File: src/rtl/cache_mem_arbiter_pkg.sv
// Shared constants for the I/D-cache to main-memory arbiter.
// State, owner and line geometry definitions used across the slice.
package cache_mem_arbiter_pkg;

    localparam int WORD_SIZE   = 32;
    localparam int BLOCK_SIZE  = 4;
    localparam int CNT_BITS    = $clog2(BLOCK_SIZE);
    localparam int LINE_BITS   = WORD_SIZE * BLOCK_SIZE;
    localparam int OFFSET_BITS = 2 + CNT_BITS;

    typedef enum logic [1:0] {
        IDLE  = 2'd0,
        BURST = 2'd1,
        DONE  = 2'd2
    } state_e;

    typedef enum logic {
        OWN_I = 1'b0,
        OWN_D = 1'b1
    } owner_e;

endpackage

File: src/rtl/cache_mem_arbiter_if.sv
// Cache-side and memory-side handshake bundle of the arbiter.
// master = arbiter, slave = caches plus memory model.
interface cache_mem_arbiter_if #(
    parameter int Word_Size  = 32,
    parameter int Block_Size = 4
);
    localparam int LW = Word_Size * Block_Size;

    logic                 ic_req;
    logic [Word_Size-1:0] ic_addr;
    logic [LW-1:0]        ic_rdata;
    logic                 ic_done;

    logic                 dc_req;
    logic                 dc_we;
    logic [Word_Size-1:0] dc_addr;
    logic [LW-1:0]        dc_wdata;
    logic [LW-1:0]        dc_rdata;
    logic                 dc_done;

    logic                 mem_ready;
    logic [Word_Size-1:0] mem_rdata;
    logic [Word_Size-1:0] mem_addr;
    logic [Word_Size-1:0] mem_wdata;
    logic                 mem_read;
    logic                 mem_write;

    modport master (
        input  ic_req, ic_addr,
        input  dc_req, dc_we, dc_addr, dc_wdata,
        input  mem_ready, mem_rdata,
        output ic_rdata, ic_done,
        output dc_rdata, dc_done,
        output mem_addr, mem_wdata,
        output mem_read, mem_write
    );

    modport slave (
        output ic_req, ic_addr,
        output dc_req, dc_we, dc_addr, dc_wdata,
        output mem_ready, mem_rdata,
        input  ic_rdata, ic_done,
        input  dc_rdata, dc_done,
        input  mem_addr, mem_wdata,
        input  mem_read, mem_write
    );

endinterface

File: src/rtl/cache_mem_arbiter_arb_pick.sv
// Grant selection between I-cache and D-cache requests.
// ARB_RR_EN: round-robin on ties via last_grant, else fixed D priority.
module cache_mem_arbiter_arb_pick (
    input  logic clk,
    input  logic reset_pin,
    input  logic ic_req_i,
    input  logic dc_req_i,
    input  logic grant_en_i,
    output logic sel_d_o
);

`ifdef ARB_RR_EN
    logic last_q, last_d;
    logic tie;

    assign tie = ic_req_i & dc_req_i;

    always_comb begin
        sel_d_o = 1'b0;
        unique case (1'b1)
            tie:      sel_d_o = ~last_q;
            dc_req_i: sel_d_o = 1'b1;
            default:  sel_d_o = 1'b0;
        endcase
    end

    always_comb begin
        last_d = last_q;
        if (grant_en_i & (ic_req_i | dc_req_i)) begin
            last_d = sel_d_o;
        end
    end

    // last_q = 1 means the D-cache holds the most recent grant
    always_ff @(posedge clk) begin
        if (reset_pin) begin
            last_q <= 1'b0;
        end else begin
            last_q <= last_d;
        end
    end
`else
    logic unused_ok;

    assign unused_ok = &{1'b0, clk, reset_pin,
                         ic_req_i, grant_en_i};
    assign sel_d_o   = dc_req_i;
`endif

endmodule

File: src/rtl/cache_mem_arbiter.sv
// Serialises I-fill, D-fill and D-writeback lines into word bursts.
// Optional ARB_RR_EN switches tie-breaking to round-robin.
module cache_mem_arbiter
    import cache_mem_arbiter_pkg::*;
#(
    parameter int Word_Size  = WORD_SIZE,
    parameter int Block_Size = BLOCK_SIZE
) (
    input  logic                clk,
    input  logic                reset_pin,
    cache_mem_arbiter_if.master bus
);

    localparam int CB = $clog2(Block_Size);
    localparam int LB = Word_Size * Block_Size;
    localparam int OB = 2 + CB;
    localparam int TB = Word_Size - OB;
    localparam logic [CB-1:0] LAST = CB'(Block_Size - 1);

    state_e          state_q, state_d;
    owner_e          owner_q, owner_d;
    logic            we_q, we_d;
    logic [TB-1:0]   tag_q, tag_d;
    logic [LB-1:0]   wdata_q, wdata_d;
    logic [LB-1:0]   line_q, line_d;
    logic [CB-1:0]   cnt_q, cnt_d;
    logic            rd_q, rd_d;
    logic            wr_q, wr_d;
    logic            ic_done_q, ic_done_d;
    logic            dc_done_q, dc_done_d;
    logic [LB-1:0]   ic_line_q, ic_line_d;
    logic [LB-1:0]   dc_line_q, dc_line_d;

    logic            grant_en;
    logic            grant;
    logic            sel_d;
    logic            beat;
    logic            last_beat;
    logic [LB-1:0]   line_nx;
    logic            unused_ok;

    assign grant_en  = (state_q == IDLE);
    assign grant     = grant_en & (bus.ic_req | bus.dc_req);
    assign beat      = (state_q == BURST) & bus.mem_ready;
    assign last_beat = beat & (cnt_q == LAST);
    assign unused_ok = &{1'b0, bus.ic_addr[OB-1:0],
                         bus.dc_addr[OB-1:0]};

    cache_mem_arbiter_arb_pick u_arb_pick (
        .clk        (clk),
        .reset_pin  (reset_pin),
        .ic_req_i   (bus.ic_req),
        .dc_req_i   (bus.dc_req),
        .grant_en_i (grant_en),
        .sel_d_o    (sel_d)
    );

    // Line buffer with the current read beat merged in
    always_comb begin
        line_nx = line_q;
        if (!we_q) begin
            line_nx[cnt_q*Word_Size +: Word_Size] = bus.mem_rdata;
        end
    end

    always_ff @(posedge clk) begin
        if (reset_pin) begin
            state_q <= IDLE;
        end else begin
            state_q <= state_d;
        end
    end

    always_comb begin
        state_d = state_q;
        unique case (state_q)
            IDLE:    if (grant) state_d = BURST;
            BURST:   if (last_beat) state_d = DONE;
            DONE:    state_d = IDLE;
            default: state_d = IDLE;
        endcase
    end

    always_comb begin
        owner_d   = owner_q;
        we_d      = we_q;
        tag_d     = tag_q;
        wdata_d   = wdata_q;
        cnt_d     = cnt_q;
        line_d    = line_q;
        rd_d      = 1'b0;
        wr_d      = 1'b0;
        ic_done_d = 1'b0;
        dc_done_d = 1'b0;
        ic_line_d = ic_line_q;
        dc_line_d = dc_line_q;
        unique case (state_q)
            IDLE: begin
                if (grant) begin
                    owner_d = sel_d ? OWN_D : OWN_I;
                    we_d    = sel_d & bus.dc_we;
                    tag_d   = sel_d ? bus.dc_addr[Word_Size-1:OB]
                                    : bus.ic_addr[Word_Size-1:OB];
                    wdata_d = sel_d ? bus.dc_wdata : '0;
                    cnt_d   = '0;
                    rd_d    = ~we_d;
                    wr_d    = we_d;
                end
            end
            BURST: begin
                rd_d = rd_q;
                wr_d = wr_q;
                if (beat) begin
                    line_d = line_nx;
                    cnt_d  = cnt_q + 1'b1;
                end
                if (last_beat) begin
                    rd_d      = 1'b0;
                    wr_d      = 1'b0;
                    ic_done_d = (owner_q == OWN_I);
                    dc_done_d = (owner_q == OWN_D);
                    if (owner_q == OWN_I) begin
                        ic_line_d = line_nx;
                    end else if (!we_q) begin
                        dc_line_d = line_nx;
                    end
                end
            end
            default: ;
        endcase
    end

    always_ff @(posedge clk) begin
        if (reset_pin) begin
            owner_q   <= OWN_I;
            we_q      <= 1'b0;
            tag_q     <= '0;
            wdata_q   <= '0;
            line_q    <= '0;
            cnt_q     <= '0;
            rd_q      <= 1'b0;
            wr_q      <= 1'b0;
            ic_done_q <= 1'b0;
            dc_done_q <= 1'b0;
            ic_line_q <= '0;
            dc_line_q <= '0;
        end else begin
            owner_q   <= owner_d;
            we_q      <= we_d;
            tag_q     <= tag_d;
            wdata_q   <= wdata_d;
            line_q    <= line_d;
            cnt_q     <= cnt_d;
            rd_q      <= rd_d;
            wr_q      <= wr_d;
            ic_done_q <= ic_done_d;
            dc_done_q <= dc_done_d;
            ic_line_q <= ic_line_d;
            dc_line_q <= dc_line_d;
        end
    end

    assign bus.mem_addr  = {tag_q, cnt_q, 2'b00};
    assign bus.mem_wdata = wdata_q[cnt_q*Word_Size +: Word_Size];
    assign bus.mem_read  = rd_q;
    assign bus.mem_write = wr_q;
    assign bus.ic_done   = ic_done_q;
    assign bus.dc_done   = dc_done_q;
    assign bus.ic_rdata  = ic_line_q;
    assign bus.dc_rdata  = dc_line_q;

endmodule

File: src/flat_wrapper.sv
// flat-port wrapper written by rule: the top's interface ports become plain ports
module cache_mem_arbiter_flat import cache_mem_arbiter_pkg::*;
#(
    parameter int Word_Size  = WORD_SIZE,
    parameter int Block_Size = BLOCK_SIZE
)
  (clk, reset_pin, bus_ic_req, bus_ic_addr, bus_dc_req, bus_dc_we, bus_dc_addr, bus_dc_wdata, bus_mem_ready, bus_mem_rdata, bus_ic_rdata, bus_ic_done, bus_dc_rdata, bus_dc_done, bus_mem_addr, bus_mem_wdata, bus_mem_read, bus_mem_write);
  cache_mem_arbiter_if #(.Word_Size(Word_Size), .Block_Size(Block_Size)) bus_i ();
  input  logic clk;
  input  logic reset_pin;
  input wire logic [$bits(bus_i.ic_req)-1:0] bus_ic_req;
  input wire logic [$bits(bus_i.ic_addr)-1:0] bus_ic_addr;
  input wire logic [$bits(bus_i.dc_req)-1:0] bus_dc_req;
  input wire logic [$bits(bus_i.dc_we)-1:0] bus_dc_we;
  input wire logic [$bits(bus_i.dc_addr)-1:0] bus_dc_addr;
  input wire logic [$bits(bus_i.dc_wdata)-1:0] bus_dc_wdata;
  input wire logic [$bits(bus_i.mem_ready)-1:0] bus_mem_ready;
  input wire logic [$bits(bus_i.mem_rdata)-1:0] bus_mem_rdata;
  output wire logic [$bits(bus_i.ic_rdata)-1:0] bus_ic_rdata;
  output wire logic [$bits(bus_i.ic_done)-1:0] bus_ic_done;
  output wire logic [$bits(bus_i.dc_rdata)-1:0] bus_dc_rdata;
  output wire logic [$bits(bus_i.dc_done)-1:0] bus_dc_done;
  output wire logic [$bits(bus_i.mem_addr)-1:0] bus_mem_addr;
  output wire logic [$bits(bus_i.mem_wdata)-1:0] bus_mem_wdata;
  output wire logic [$bits(bus_i.mem_read)-1:0] bus_mem_read;
  output wire logic [$bits(bus_i.mem_write)-1:0] bus_mem_write;
  assign bus_i.ic_req = bus_ic_req;
  assign bus_i.ic_addr = bus_ic_addr;
  assign bus_i.dc_req = bus_dc_req;
  assign bus_i.dc_we = bus_dc_we;
  assign bus_i.dc_addr = bus_dc_addr;
  assign bus_i.dc_wdata = bus_dc_wdata;
  assign bus_i.mem_ready = bus_mem_ready;
  assign bus_i.mem_rdata = bus_mem_rdata;
  assign bus_ic_rdata = bus_i.ic_rdata;
  assign bus_ic_done = bus_i.ic_done;
  assign bus_dc_rdata = bus_i.dc_rdata;
  assign bus_dc_done = bus_i.dc_done;
  assign bus_mem_addr = bus_i.mem_addr;
  assign bus_mem_wdata = bus_i.mem_wdata;
  assign bus_mem_read = bus_i.mem_read;
  assign bus_mem_write = bus_i.mem_write;
  cache_mem_arbiter #(.Word_Size(Word_Size), .Block_Size(Block_Size)) u_core (.clk(clk), .reset_pin(reset_pin), .bus(bus_i));
endmodule
File: config.mk
export PLATFORM = sky130hd
export DESIGN_NAME = cache_mem_arbiter_flat
export DESIGN_NICKNAME = d
export VERILOG_FILES = /design/src/rtl/cache_mem_arbiter_pkg.sv /design/src/rtl/cache_mem_arbiter_if.sv /design/src/rtl/cache_mem_arbiter_arb_pick.sv /design/src/rtl/cache_mem_arbiter.sv /design/src/flat_wrapper.sv
export SDC_FILE = /design/constraint.sdc
export NUM_CORES = 1
export LEC_CHECK = 0
export ABC_AREA = 1
export CAP_MARGIN = 10
export CORE_MARGIN = 5
export CORE_UTILIZATION = 30
export CTS_CLUSTER_SIZE = 8
export DETAILED_ROUTE_END_ITERATION = 8
export SYNTH_ARGS = -nofsm -noshare
export SYNTH_HDL_FRONTEND = slang
export SYNTH_SLANG_ARGS = --single-unit
File: constraint.sdc
create_clock -name clk -period 2.7 [get_ports clk]
set_clock_uncertainty 0.1 [all_clocks]
set_input_delay 0.27 -clock clk [delete_from_list [all_inputs] [get_ports clk]]
set_output_delay 0.27 -clock clk [all_outputs]
set_load 0.01 [all_outputs]
==> key figures <==
Clock network
  • CTS tree: built
  • CTS HTree Levels: 3
  • Worst-skew pair later-pin latency: between 0.6 and 0.7 ns
  • Clock buffer depth: 3
  • Root Buffer: clkbuf_16
  • Clock-pin slew on the worst setup and hold paths: approximately 0.050 ns
  • CTS buffer count: 79
  • Hold Buf Count CTS: 0
  • Clock Sinks: 550

Place
  • Final Wtd Congestion: about 0.94
  • Final HPWL DP: around 63000 um
  • Placed inst area: between 30000 and 40000 um^2
  • Setup WS pre-CTS: 0.380 ns
  • I/O Buffers: about 540

Logic synthesis
  • Synth warnings: 0
  • Synth Area in XOR/XNOR: 0%
  • Cells after Synth: between 3000 and 4000
  • Area share of fa/ha/maj cells after synthesis: less than 1%
  • Sequential element share of the synthesized area: 44.1%
  • #FFs+latches synth: between 500 and 600
  • Syn Std Cell Area: about 25000 um^2
  • Multiplexer share of the synthesized area: 0%
  • Post-synth EDFFs: 0
  • Largest family of logic cells by synthesized area: simple AND/OR/NAND/NOR gates
  • Simple-gate share of the synthesized area: between 30% and 40%
  • Ys async rst share: 0%
  • Synth cell types: 23
  • Post-synthesis compound-gate area fraction: under 10%
  • Synth Area per Inst: approximately 6.4 um^2
  • Ys flop type: dfxtp_1

GRT
  • Total grt overflow: 0
  • GRT Util Overall: a little under a fifth
  • Pin count of the biggest net entering global routing: 150
  • Initial antenna violation count: 11
  • Vias in the first global route: ~22000
  • First-pass GRT wire length: roughly 130000 um

Drt
  • DRC violations left: 0
  • Final wirelength: 89300 um
  • Vias per inst: around 4.4
  • Vias: 24300
  • Met1 wire length: ~37000 um
  • Routed met2 length: 41700 um
  • Uppermost layer routed: met5
  • Routed Antenna Nets: 0
  • Drt wl/cell: 16.3 um
  • Drt pass-1 iters: 7
  • Iter 0 DRT Violations: 1436
  • Routed met3 length: around 7600 um

Final layout
  • Area delta synth->final: 35.1%
  • Fillers: approximately 8600
  • Final cell area excluding filler cells: approximately 34000 um^2
  • Final Net Count: between 4000 and 5000
  • Share of layout cells above drive strength 1: 4.01%

STA
  • Slew of the pin with the lowest slew margin: ~0.89 ns
  • Setup violators final: 0
  • Fin. Hold Viols: 0
  • Tcrit/Tclk final: between 90 and 100%
  • Worst Slack Setup Final: 0.126 ns
  • RSZ-0062 raised after global routing: yes
  • Slew headroom: slightly above 40%
  • Max frequency: between 0.3 and 0.4 GHz
  • Final Slew Violations: 0
  • Post-route minimum period: 2.57 ns

Floorplan
  • Die Wd: around 300 um
  • Initial core utilization: between 30% and 40%
  • CORE AREA: roughly 82000 um^2
  • Row cnt: between 100 and 150
  • Die ar.: 89100 um^2
  • Boundary pin count: 554
  • Die height: just under 300 um

Power
  • Switching Fraction: 27.7%
  • Clock Power Share: a little over two fifths
  • Combinational Power Share: 14.9%
  • Sequential power share: between 40% and 50%
  • Net switching power: 5690 uW
  • P per Cell Area: 609 nW/um^2
  • P_leak: 0.0164 uW
  • Worst IR Drop VDD: 0.467 mV
  • Internal power: about 15000 uW

Worst setup path
  • CP max FO: 66
  • Worst Reg2Reg Path Length in Cells: 10
  • Worst EP required: 2.33 ns
  • Critical path class: reg2out
  • Critical path launch point type: flip-flop
  • Worst setup EP type: output port
  • Worst EP arrival: between 2 and 2.5 ns

Hold path
  • Tightest Hold Check Type: in2reg
  • Worst Hold Depth: 4

Job
  • Maxcap violations: 0

Outcome
  • Status: finished clean
layout by cell type (no fill, tap or decap), types with 23 or more instances in the layout:
master and instances:
o21a_1 116, o22ai_1 32, a21oi_1 146, clkdlybuf4s50_1 513, nand3_1 174, clkbuf_16 80
nand2_1 1349, buf_4 45, buf_12 23, inv_1 463, dfxtp_1 548, o21ai_0 106
nor2_1 723
final cells by class:
class	instances	area [um^2]	share of cell area [%]
Tap cell	1070	1340	3.97
Inverter	468	1770	5.26
Clock buffer	84	2000	5.92
Sequential cell	550	11000	32.7
Antenna cell	5	12.5	0.0371
Multi-Input combinational cell	2666	11200	33.1
Timing Repair Buffer	614	6330	18.8
Clock inverter	8	103	0.304
worst max-delay path: stages, from the launching register on:
cell and delay (ns):
dfxtp_4 0.40, buf_16 0.26, o21ai_0 0.12, o22ai_1 0.19, clkdlybuf4s50_1 0.57
repair_timing:
action                     in CTS  in global routing
gates cloned                    2                  1
setup endpoints to repair      32                 11
resized for setup              29                 13
setup buffers                   0                  1
per-stage QoR:
step / setup TNS [ns] / hold slack (ns) / util (%) / total power, uW / instances
finish: 0 / 0.0781 / 41.0 / 20500 / 5465
global route: -0.0103 / 0.0818 / 40.9 / 21500 / 5463
CTS: -0.472 / 0.0537 / 40.9 / 20800 / 5458
detailed placement: 0 / 0.352 / 38.2 / 11800 / 5364
global placement: 0 / 0.350 / 38.2 / 11800 / 5364
floorplan: 0 / 0.314 / - / 10400 / 3928
registers in the layout (all words and copies together), names as in the netlist:
name                  cells
u_core.bus.dc_done        1
u_core.bus.dc_rdata     128
u_core.bus.ic_done        1
u_core.bus.ic_rdata     128
u_core.bus.mem_read       1
u_core.bus.mem_write      1
u_core.cnt_q              2
u_core.line_q           128
u_core.owner_q            1
u_core.state_q            2
u_core.tag_q             28
u_core.wdata_q          128
u_core.we_q               1
path summary, 6_finish.rpt:
| check | start | endpoint | slack, ns |
|---|---|---|---|
| worst max-delay path | u_core.cnt_q[0]$_SDFFE_PP0P_ | bus_mem_wdata[27] | 0.13 |
| worst min-delay path | reset_pin | u_core.tag_q[9]$_SDFFE_PP0P_ | 0.08 |
| worst max register to register | u_core.cnt_q[1]$_SDFFE_PP0P_ | u_core.bus.ic_rdata[84]$_SDFFE_PP0P_ | 0.31 |
| worst min register to register | u_core.wdata_q[59]$_SDFFE_PP0P_ | u_core.wdata_q[59]$_SDFFE_PP0P_ | 0.36 |
synthesized netlist by cell type, types with 3 or more instances:
cell / instances / area share (%)
nand2_1: 1350 / 20
nor2_1: 727 / 11
dfxtp_1: 550 / 44
inv_1: 465 / 7.0
nand3_1: 174 / 3.5
a21oi_1: 146 / 2.9
o21a_1: 116 / 3.5
buf_2: 114 / 2.3
clkbuf_1: 114 / 1.7
o21ai_0: 107 / 2.1
o22ai_1: 32 / 0.80
buf_1: 12 / 0.18
ha_1: 5 / 0.25
buf_4: 3 / 0.090
layer usage:
metal	up-vias	global-route usage [%]
met5	-	0
met4	8	7.34
met3	173	6.09
met2	694	32.0
met1	10700	22.7
li1	12700	-
cell families (layout without fill, tap and decap cells):
group / after synthesis / after routing
DFF: 550 / 550
buffers and inverters: 712 / 1174
adders and majority gates: 5 / 5
AOI/OAI and AO/OA: 401 / 401
and+or+nand+nor: 2258 / 2258
other: 1 / 7
power by group through the flow:
stage / combinational [uW] / sequential (uW) / clock [uW]
after floorplan: 1660 / 8770 / 0
after CTS: 3080 / 8610 / 9150
after detailed placement: 3060 / 8770 / 0
after global placement: 3050 / 8760 / 0
after global routing: 3370 / 8650 / 9520
final: 3060 / 8620 / 8870
No activity file was read; power rests on OpenSTA's default activity.
